### src/rtl/lcd_stream_out.sv
// lcd_stream_out: AXI4-Stream pixels -> internal FIFO -> parallel RGB LCD with generated hsync/vsync/enable.
// Latency: sync/enable/data registered 1 clock after raster decode; lock needs PREFILL beats by a frame end.
// Backpressure: tready=1 in SEEK, !full (registered pointers) in FILL/RUN, 0 in reset; underflow flushes and reseeks.
// Optional feature macro: LCD_TEST_PATTERN_EN adds tpg_i and an 8-bar vertical colour test pattern.
module lcd_stream_out #(
  parameter int H_PIXEL_COUNT = 8,
  parameter int V_PIXEL_COUNT = 4,
  parameter int THP_COUNT     = 2,
  parameter int THB_COUNT     = 3,
  parameter int THF_COUNT     = 4,
  parameter int TVP_COUNT     = 5,
  parameter int TVB_COUNT     = 6,
  parameter int TVF_COUNT     = 7,
  parameter int DATA_WIDTH    = 18,
  parameter int FIFO_DEPTH    = 128,
  parameter int PREFILL       = 8,
  parameter bit HSYNC_POL     = 1'b0,
  parameter bit VSYNC_POL     = 1'b0
) (
  input  logic                  aclk_i,
  input  logic                  rst_ni,
  input  logic [DATA_WIDTH-1:0] s_axis_tdata,
  input  logic                  s_axis_tvalid,
  output logic                  s_axis_tready,
  input  logic                  s_axis_tlast,
  input  logic                  s_axis_tuser,
  input  logic                  clr_i,
`ifdef LCD_TEST_PATTERN_EN
  input  logic                  tpg_i,
`endif
  output logic                  hsync_o,
  output logic                  vsync_o,
  output logic                  enable_o,
  output logic [DATA_WIDTH-1:0] lcd_dat_o,
  output logic                  locked_o,
  output logic                  underflow_o,
  output logic                  line_err_o,
  output logic [15:0]           frame_cnt_o
);

  localparam int HTOTAL = THP_COUNT + THB_COUNT + H_PIXEL_COUNT + THF_COUNT;
  localparam int VTOTAL = TVP_COUNT + TVB_COUNT + V_PIXEL_COUNT + TVF_COUNT;
  localparam int HW     = $clog2(HTOTAL);
  localparam int VW     = $clog2(VTOTAL);
  localparam int AW     = $clog2(FIFO_DEPTH);
  localparam int HA0    = THP_COUNT + THB_COUNT;
  localparam int HA1    = HA0 + H_PIXEL_COUNT;
  localparam int VA0    = TVP_COUNT + TVB_COUNT;
  localparam int VA1    = VA0 + V_PIXEL_COUNT;

  typedef enum logic [1:0] {SEEK, FILL, RUN} state_t;

  state_t                  state_q;
  logic [HW-1:0]           h_cnt_q;
  logic [VW-1:0]           v_cnt_q;
  logic [DATA_WIDTH+1:0]   mem [FIFO_DEPTH];
  logic [AW:0]             wr_ptr_q, rd_ptr_q, level;
  logic                    full, empty;
  logic [DATA_WIDTH-1:0]   rd_tdata;
  logic                    rd_tlast, rd_tuser;
  logic                    h_last, v_last, frame_last;
  logic                    hs_act, vs_act, act, first_px, line_last_px;
  logic                    push, run_act, pop, uflow, lerr;
  logic                    tpg_on;
  logic [DATA_WIDTH-1:0]   tpg_dat;

  // raster decode of the free-running counters
  assign h_last       = (h_cnt_q == HW'(HTOTAL - 1));
  assign v_last       = (v_cnt_q == VW'(VTOTAL - 1));
  assign frame_last   = h_last & v_last;
  assign hs_act       = (h_cnt_q < HW'(THP_COUNT));
  assign vs_act       = (v_cnt_q < VW'(TVP_COUNT));
  assign act          = (h_cnt_q >= HW'(HA0)) & (h_cnt_q < HW'(HA1)) &
                        (v_cnt_q >= VW'(VA0)) & (v_cnt_q < VW'(VA1));
  assign first_px     = (h_cnt_q == HW'(HA0)) & (v_cnt_q == VW'(VA0));
  assign line_last_px = (h_cnt_q == HW'(HA1 - 1));

`ifdef LCD_TEST_PATTERN_EN
  logic [HW-1:0] tpg_hpix;
  logic [2:0]    tpg_bar;
  int            tpg_bar_int;
  assign tpg_on = tpg_i;
  // colour bar index from horizontal pixel position, 3-bit index replicated across the pixel
  always_comb begin
    tpg_hpix    = h_cnt_q - HW'(HA0);
    tpg_bar_int = (int'(tpg_hpix) * 8) / H_PIXEL_COUNT;
    tpg_bar     = tpg_bar_int[2:0];
    tpg_dat     = '0;
    for (int i = 0; i < DATA_WIDTH; i++) tpg_dat[i] = tpg_bar[i % 3];
  end
`else
  assign tpg_on  = 1'b0;
  assign tpg_dat = '0;
`endif

  // FIFO status from registered pointers only, so a pop never frees a slot for a same-cycle push
  assign level = wr_ptr_q - rd_ptr_q;
  assign full  = level[AW];
  assign empty = (level == '0);
  assign {rd_tlast, rd_tuser, rd_tdata} = mem[rd_ptr_q[AW-1:0]];

  assign s_axis_tready = rst_ni & ((state_q == SEEK) | ~full);
  // in SEEK only the start-of-frame beat is kept; everything before it is dropped
  assign push    = s_axis_tvalid & s_axis_tready & ~tpg_on & ((state_q != SEEK) | s_axis_tuser);
  assign run_act = (state_q == RUN) & act & ~tpg_on;
  assign pop     = run_act & ~empty;
  assign uflow   = run_act & (empty | (rd_tuser & ~first_px));
  assign lerr    = pop & ~uflow & (rd_tlast != line_last_px);

  // free-running horizontal/vertical counters
  always_ff @(posedge aclk_i) begin
    if (!rst_ni) begin
      h_cnt_q <= '0;
      v_cnt_q <= '0;
    end else if (h_last) begin
      h_cnt_q <= '0;
      v_cnt_q <= v_last ? '0 : v_cnt_q + 1'b1;
    end else begin
      h_cnt_q <= h_cnt_q + 1'b1;
    end
  end

  // FIFO storage write port
  always_ff @(posedge aclk_i) begin
    if (push) mem[wr_ptr_q[AW-1:0]] <= {s_axis_tlast, s_axis_tuser, s_axis_tdata};
  end

  // FIFO pointers; underflow or test pattern discards everything buffered
  always_ff @(posedge aclk_i) begin
    if (!rst_ni || uflow || tpg_on) begin
      wr_ptr_q <= '0;
      rd_ptr_q <= '0;
    end else begin
      if (push) wr_ptr_q <= wr_ptr_q + 1'b1;
      if (pop)  rd_ptr_q <= rd_ptr_q + 1'b1;
    end
  end

  // frame-lock FSM with registered lock, sticky flags and frame counter
  always_ff @(posedge aclk_i) begin
    if (!rst_ni) begin
      state_q     <= SEEK;
      locked_o    <= 1'b0;
      underflow_o <= 1'b0;
      line_err_o  <= 1'b0;
      frame_cnt_o <= '0;
    end else begin
      case (state_q)
        SEEK: if (push) state_q <= FILL;
        FILL: if (frame_last && (level >= (AW+1)'(PREFILL))) begin
          state_q  <= RUN;
          locked_o <= 1'b1;
        end
        RUN: if (uflow) begin
          state_q  <= SEEK;
          locked_o <= 1'b0;
        end
        default: begin
          state_q  <= SEEK;
          locked_o <= 1'b0;
        end
      endcase
      if (tpg_on) begin
        state_q  <= SEEK;
        locked_o <= 1'b0;
      end
      if (uflow)      underflow_o <= 1'b1;
      else if (clr_i) underflow_o <= 1'b0;
      if (lerr)       line_err_o  <= 1'b1;
      else if (clr_i) line_err_o  <= 1'b0;
      if ((state_q == RUN) && frame_last && !tpg_on) frame_cnt_o <= frame_cnt_o + 1'b1;
    end
  end

  // LCD pin outputs, one clock behind the counter decode, all four aligned
  always_ff @(posedge aclk_i) begin
    if (!rst_ni) begin
      hsync_o   <= !HSYNC_POL;
      vsync_o   <= !VSYNC_POL;
      enable_o  <= 1'b0;
      lcd_dat_o <= '0;
    end else begin
      hsync_o  <= hs_act ? HSYNC_POL : !HSYNC_POL;
      vsync_o  <= vs_act ? VSYNC_POL : !VSYNC_POL;
      enable_o <= act & ((state_q == RUN) | tpg_on);
      if (tpg_on)             lcd_dat_o <= act ? tpg_dat : '0;
      else if (pop && !uflow) lcd_dat_o <= rd_tdata;
      else                    lcd_dat_o <= '0;
    end
  end

endmodule

### config.mk
export PLATFORM = sky130hd
export DESIGN_NAME = lcd_stream_out
export DESIGN_NICKNAME = d
export VERILOG_FILES = /design/src/rtl/lcd_stream_out.sv
export SDC_FILE = /design/constraint.sdc
export NUM_CORES = 2
export LEC_CHECK = 0
export BUFFER_PORTS_ARGS = -buffer_cell sky130_fd_sc_hd__buf_2
export CORE_MARGIN = 2
export CORE_UTILIZATION = 57
export DETAILED_ROUTE_END_ITERATION = 12
export MAX_ROUTING_LAYER = met4
export PLACE_DENSITY = 0.79
export RECOVER_POWER = 50
export SYNTH_ARGS = -nofsm -noshare
export SYNTH_HDL_FRONTEND = slang
export SYNTH_SLANG_ARGS = --single-unit
export TNS_END_PERCENT = 5
### constraint.sdc
create_clock -name aclk_i -period 4.1 [get_ports aclk_i]
set_clock_uncertainty 0.15 [all_clocks]
set_input_delay 0.615 -clock aclk_i [delete_from_list [all_inputs] [get_ports aclk_i]]
set_output_delay 0.615 -clock aclk_i [all_outputs]
set_load 0.02 [all_outputs]
== Yosys cells after proc, flatten, opt, wreduce, memory -nomap -nowiden ==
Memory sizes are Yosys's and may differ from the RTL's. A register that Yosys moved wholly into a read port is not among the register bits.
Cells that the tools add are included.

* Memories: 1
* Input port bits: 24
* Word-level logic and storage cells: 93
* RAM bits: 2560
* Output and inout bits: 41
* Bits in registers: 68

* Equality and inequality tests: 11
* Multiplexer cells: 17
* Reduce and logical (&&, ||, !) cells: 15
* Add/subtract/negate cells: 6
* Order comparisons: 7
* Bitwise operators: 23

{| class="wikitable"
|+ Memory list
! memory !! depth !! bits a word !! read ports !! clocked after memory_dff !! wr ports !! line !! source
|-
| mem || 128 || 20 || 1 || 1 || 1 || 56 || <nowiki>logic [DATA_WIDTH+1:0] mem [FIFO_DEPTH];</nowiki>
|}

{| class="wikitable"
|+ Operators by type and width
! kind !! count
|-
| adder 16 x 1 -> 16 bit, second input constant || 1
|-
| adder 8 x 1 -> 8 bit, second input constant || 2
|-
| bitwise AND 1 bit || 14
|-
| two-way mux 7 bit || 2
|-
| adder 5 x 1 -> 5 bit, second input constant || 2
|-
| equality test 5 x 4 -> 1 bit, second input constant || 2
|-
| equality test 5 bit, second input constant || 2
|-
| less-than comparator 5 x 4 -> 1 bit, second input constant || 2
|-
| two-way mux 1 bit || 9
|-
| >= comparator 8 x 4 -> 1 bit, second input constant || 1
|-
| logical NOT 8 bit || 1
|-
| subtractor 8 bit || 1
|-
| two-way mux 2 bit || 3
|-
| inequality test 2 bit, second input constant || 3
|-
| inverter 1 bit || 6
|-
| one-hot mux 2 bit (3 select lines) || 1
|-
| AND reduction 3 bit || 2
|-
| nonzero test 2 bit || 3
|-
| equality test 5 x 3 -> 1 bit, second input constant || 1
|-
| >= comparator 5 x 3 -> 1 bit, second input constant || 1
|-
| >= comparator 5 x 4 -> 1 bit, second input constant || 1
|-
| less-than comparator 5 x 2 -> 1 bit, second input constant || 1
|-
| less-than comparator 5 x 3 -> 1 bit, second input constant || 1
|-
| two-way mux 5 bit || 1
|-
| other kinds (11) || 16
|}

== Longest topological paths before layout ==
* Depth after elaboration: 10
* Depth in mapped cells: 12
* Mapped depth without buffers: 10

== Worst setup path before layout ==
OpenSTA, ideal clock, no wires.

* Kind: register -> register
* Start: register rd_ptr_q[2]
* End: memory mem[91][0] (netlist bit), enable pin
* Required time: 3.553 ns
* Stages on the path, launching flop included: 12
* Path buffers: 1
* Library setup time: 0.397 ns
* Arrival time: 3.373 ns
* Setup slack: 0.180 ns
* Period minus slack after synthesis: 3.920 ns
* Path through: dfxtp_1 inv_1 ha_1 o21ai_0 a21oi_1 o221a_2 nor3_1 o311ai_2 nor2_1 nand3_1 clkbuf_1 nor2_1

* Longest elaborated chain between the ends: 8

{| class="wikitable"
|+ RTL lines
! element !! line !! source
|-
| from (decl) || 57 || <nowiki>logic [AW:0] wr_ptr_q, rd_ptr_q, level;</nowiki>
|-
| from (signal assigned) || 135 || <nowiki>if (pop) rd_ptr_q <= rd_ptr_q + 1'b1;</nowiki>
|-
| subtractor 8 bit || 97 || <nowiki>assign level = wr_ptr_q - rd_ptr_q;</nowiki>
|-
| inverter 1 bit || 102 || <nowiki>assign s_axis_tready = rst_ni & ((state_q == SEEK) | ~full);</nowiki>
|-
| OR 1 bit || 102 ||
|-
| bitwise AND 1 bit || 102 ||
|-
| bitwise AND 1 bit (2 in series) || 104 || <nowiki>assign push = s_axis_tvalid & s_axis_tready & ~tpg_on & ((state_q != SEEK) | s_axis_tuser);</nowiki>
|-
| two-way mux 1 bit || 125 || <nowiki>if (push) mem[wr_ptr_q[AW-1:0]] <= {s_axis_tlast, s_axis_tuser, s_axis_tdata};</nowiki>
|-
| two-way mux 1 bit (implied by the code) || 125 ||
|-
| to (decl) || 56 ||
|}

Every way passes these cells.

== Worst setup path in the final report ==
* Start: register rd_ptr_q[4]
* End: output s_axis_tready

* Longest elaborated chain between the ends: 4

{| class="wikitable"
|+ RTL lines
! element !! line !! source
|-
| subtractor 8 bit || 97 ||
|-
| inverter 1 bit || 102 ||
|-
| OR 1 bit || 102 ||
|-
| bitwise AND 1 bit || 102 ||
|-
| to (decl) || 24 || <nowiki>output logic s_axis_tready,</nowiki>
|}

Every way passes these cells.

==> run summary <==
status = finished, violations left
violated checks = max-capacitance violations, max-slew violations
static leakage = 34.5 nW
cell family with most CP delay = simple AND/OR/NAND/NOR gates
GP Congestion = 0.911
Num CTS Buffers = 241
CP Buf/Inv Count = 3
unrepaired setup endpoints after global routing = true
Setup crit end = s_axis_tready
#FFs+latches synth = 2635
Avg WL per Cell = 38.2 um
H-tree depth = 4
placed cell area = 107000 um2
predominant post-synthesis flop cell = edfxtp_1
CP Max Fanout = 4
setup TNS = 0 ns
critical path depth = 9
HPWL after DPL = 150 mm
post-route cell area = 115000 um2
Root Buffer Master = clkbuf_16
Reg clk slew, reported paths = 0.07 ns
Filler Cell Count = 10500
global-route usage over all layers = 32.0%
Largest stage delay, worst path = 0.42 ns
Unique masters post-synth = 61
fraction of final layout cells sized beyond drive strength 1 = 33.6%
CTS tree = built
cell area after synthesis = 101000 um2
routed via count = 50400
Worst EP arrival = 3.31 ns
Final ANT Viol Nets = 0
min-delay worst type = in2reg
Core Util, Final = 65.1%
DR vias/cell = 6.98
clk sinks = 2635
Post-Syn Nets = 4278
DP Cell Count = 6747
kind of critical path = reg2out
worst-skew pair later-pin latency = 0.93 ns
YS warnings = 0
die height = 425 um
sequential fraction of the synthesis area = 77.7%
most common cell after layout, fill and taps aside = edfxtp_1
Final Cycle Share = 99.4%
R2R setup slack = 0.07 ns
pin count of the biggest net entering global routing = 129
Slew Limit Fails = 1930
r2r endpoint = mem[118][14]
Final Setup Violations = 0
Core Footprint = 176000 um2
Site Rows = 154
ys async rst share = 0%
crit end category = primary output
R2R depth = 12
most frequent cells in the layout = edfxtp_1, mux4_2, buf_4
Critical R2R Launch = wr_ptr_q[0]
Congestion Overflow GR = 0
area delta synth->final = 13.7%
CP Cell Sequence = inv_1, ha_1, or3_1, o221a_2, o21a_1, nor3_2, buf_4, nor2_1, buf_2
final worst path period need = 4.08 ns
Max Root-Sink Buffers = 3
Post-synth EDFFs = 2560
Critical Path Source Type = flop
Max-Cap Viols = 24
global-route wire length before repair = 390 mm
worst ir drop on vdd = 364 uV
number of global-route vias before repair = 50700
Overall Power = 53.4 mW
Cells after Synth = 4239
Die W = 425 um
slew margin rel. = -162%
CP required = 3.34 ns
Post-Layout Cell Count = 7217
fmax = 0.245 GHz
mean post-synth cell area = 23.8 um2
# IOs = 65
Worst Max-Slew Pin Slew = 3.93 ns
final hold vios = 0
# nets final = 4693
Initial Utilization = 57.3%
critical-path cell with the highest stage delay = dfxtp_1
# DRC = 0
initial antenna violation count = 15
Setup crit start = rd_ptr_q[4]
number of I/O port buffers = 64
P per Cell Area = 466 nW/um2
die area = 180000 um2
first-pass iteration count of the detailed router = 6
final wirelength = 276 mm
1st-iter DRT viols = 8700
area by class of cell:
class / count / area (um2) / share of cell area, %
clock buffers: 298 / 6310 / 5.50
repair buffers: 391 / 3210 / 2.80
flip-flops and latches: 2635 / 78400 / 68.3
well taps: 2340 / 2930 / 2.55
multi-input cells: 1366 / 21900 / 19.1
diodes: 12 / 30.0 / 0.0262
inverters: 19 / 71.3 / 0.0622
clock inverters: 156 / 1870 / 1.63
registers in the layout, indices dropped and copies added (netlist names), 2 cells and up, named ones only:
signal and cells:
frame_cnt_o 16, h_cnt_q 5, lcd_dat_o 18, mem 2560
rd_ptr_q 8, state_q 2, v_cnt_q 5, wr_ptr_q 8
power by group:
part / internal [mW] / leakage, nW / switching, mW
logic: 0.0727 / 6.95 / 0.567
registers: 29.6 / 23.6 / 0.0114
clock network: 12.9 / 3.92 / 10.3
total: 42.5 / 34.5 / 10.9
tightest hold or removal path: stages:
cell and delay, ns:
buf_2 0.17, buf_4 0.23, nand3_1 0.12
Yosys cell counts, types with 2 or more instances:
library cell,number,area share (%)
xor2_1,15,0.13
nand4b_1,2,0.017
a31oi_1,8,0.050
buf_1,30,0.11
a2111oi_0,2,0.017
nor3b_1,2,0.015
xnor2_1,19,0.16
a221oi_1,2,0.017
mux4_2,809,18
clkbuf_1,84,0.31
a311oi_1,2,0.017
buf_4,20,0.15
a22oi_1,6,0.045
mux2_2,2,0.022
inv_1,18,0.067
nor4_1,5,0.031
nand3_1,25,0.12
nand2_1,50,0.19
o21ai_0,12,0.060
a211oi_1,20,0.15
edfxtp_1,2560,76
o21bai_1,2,0.015
ha_1,15,0.19
nand4_1,10,0.062
buf_2,80,0.40
mux2i_1,35,0.35
and2_1,5,0.031
nor2_1,210,0.78
buf_6,5,0.056
a22o_1,10,0.087
nor3_1,8,0.040
o31a_1,2,0.017
and3_1,6,0.037
nor2b_1,22,0.14
a21oi_1,23,0.11
nand2b_1,8,0.050
or3_1,5,0.031
o21a_1,2,0.015
dfxtp_1,75,1.5
nand3b_1,2,0.015
per-stage QoR:
stage               setup WS, ns  hold WS [ns]
floorplan                  0.180         0.317
global placement          0.0190         0.320
detailed placement         0.121         0.318
CTS                       0.0131        0.0531
global route             -0.0533         0.121
finish                    0.0226         0.134
layer usage:
metal | global-route usage [%] | vias to the layer above | part of all wire (%)
met5 | - | - | 0
met4 | 14.1 | 0 | 5.2
met3 | 7.67 | 714 | 13
met2 | 49.2 | 4285 | 49
met1 | 41.2 | 26400 | 33
li1 | - | 19000 | -
worst min-delay path by stage:
stage	end	cells past startpoint	slack, ns	startpoint
final	vsync_o	3	0.13	rst_ni
after global routing	vsync_o	3	0.12	rst_ni
after CTS	mem[3][19]	1	0.05	s_axis_tlast
after detailed placement	underflow_o	2	0.32	underflow_o
after global placement	underflow_o	2	0.32	underflow_o
after floorplan	h_cnt_q[0]	1	0.32	h_cnt_q[0]
timing repair:
action | CTS | global route
hold buffers | 4 | 0
resized for setup | 4 | 25
setup endpoints to repair | 40 | 441
setup buffers | 0 | 0
hold endpoints to repair | 19 | 0
kinds of logic (layout without fill, tap and decap cells):
| kind of cell | Yosys count | count (layout) | share of synthesized area (%) |
|---|---|---|---|
| flip-flops | 2635 | 2635 | 77.7 |
| multiplexers | 846 | 846 | 18.4 |
| AND/OR/NAND/NOR | 365 | 365 | 1.60 |
| buffers and inverters | 238 | 864 | 1.10 |
| AO/OA/AOI/OAI | 106 | 106 | 0.740 |
| XOR/XNOR | 34 | 34 | 0.295 |
| adder cells (fa/ha/maj) | 15 | 15 | 0.186 |
| other | 0 | 12 | 0 |
Power figures use the tool's default switching activity.
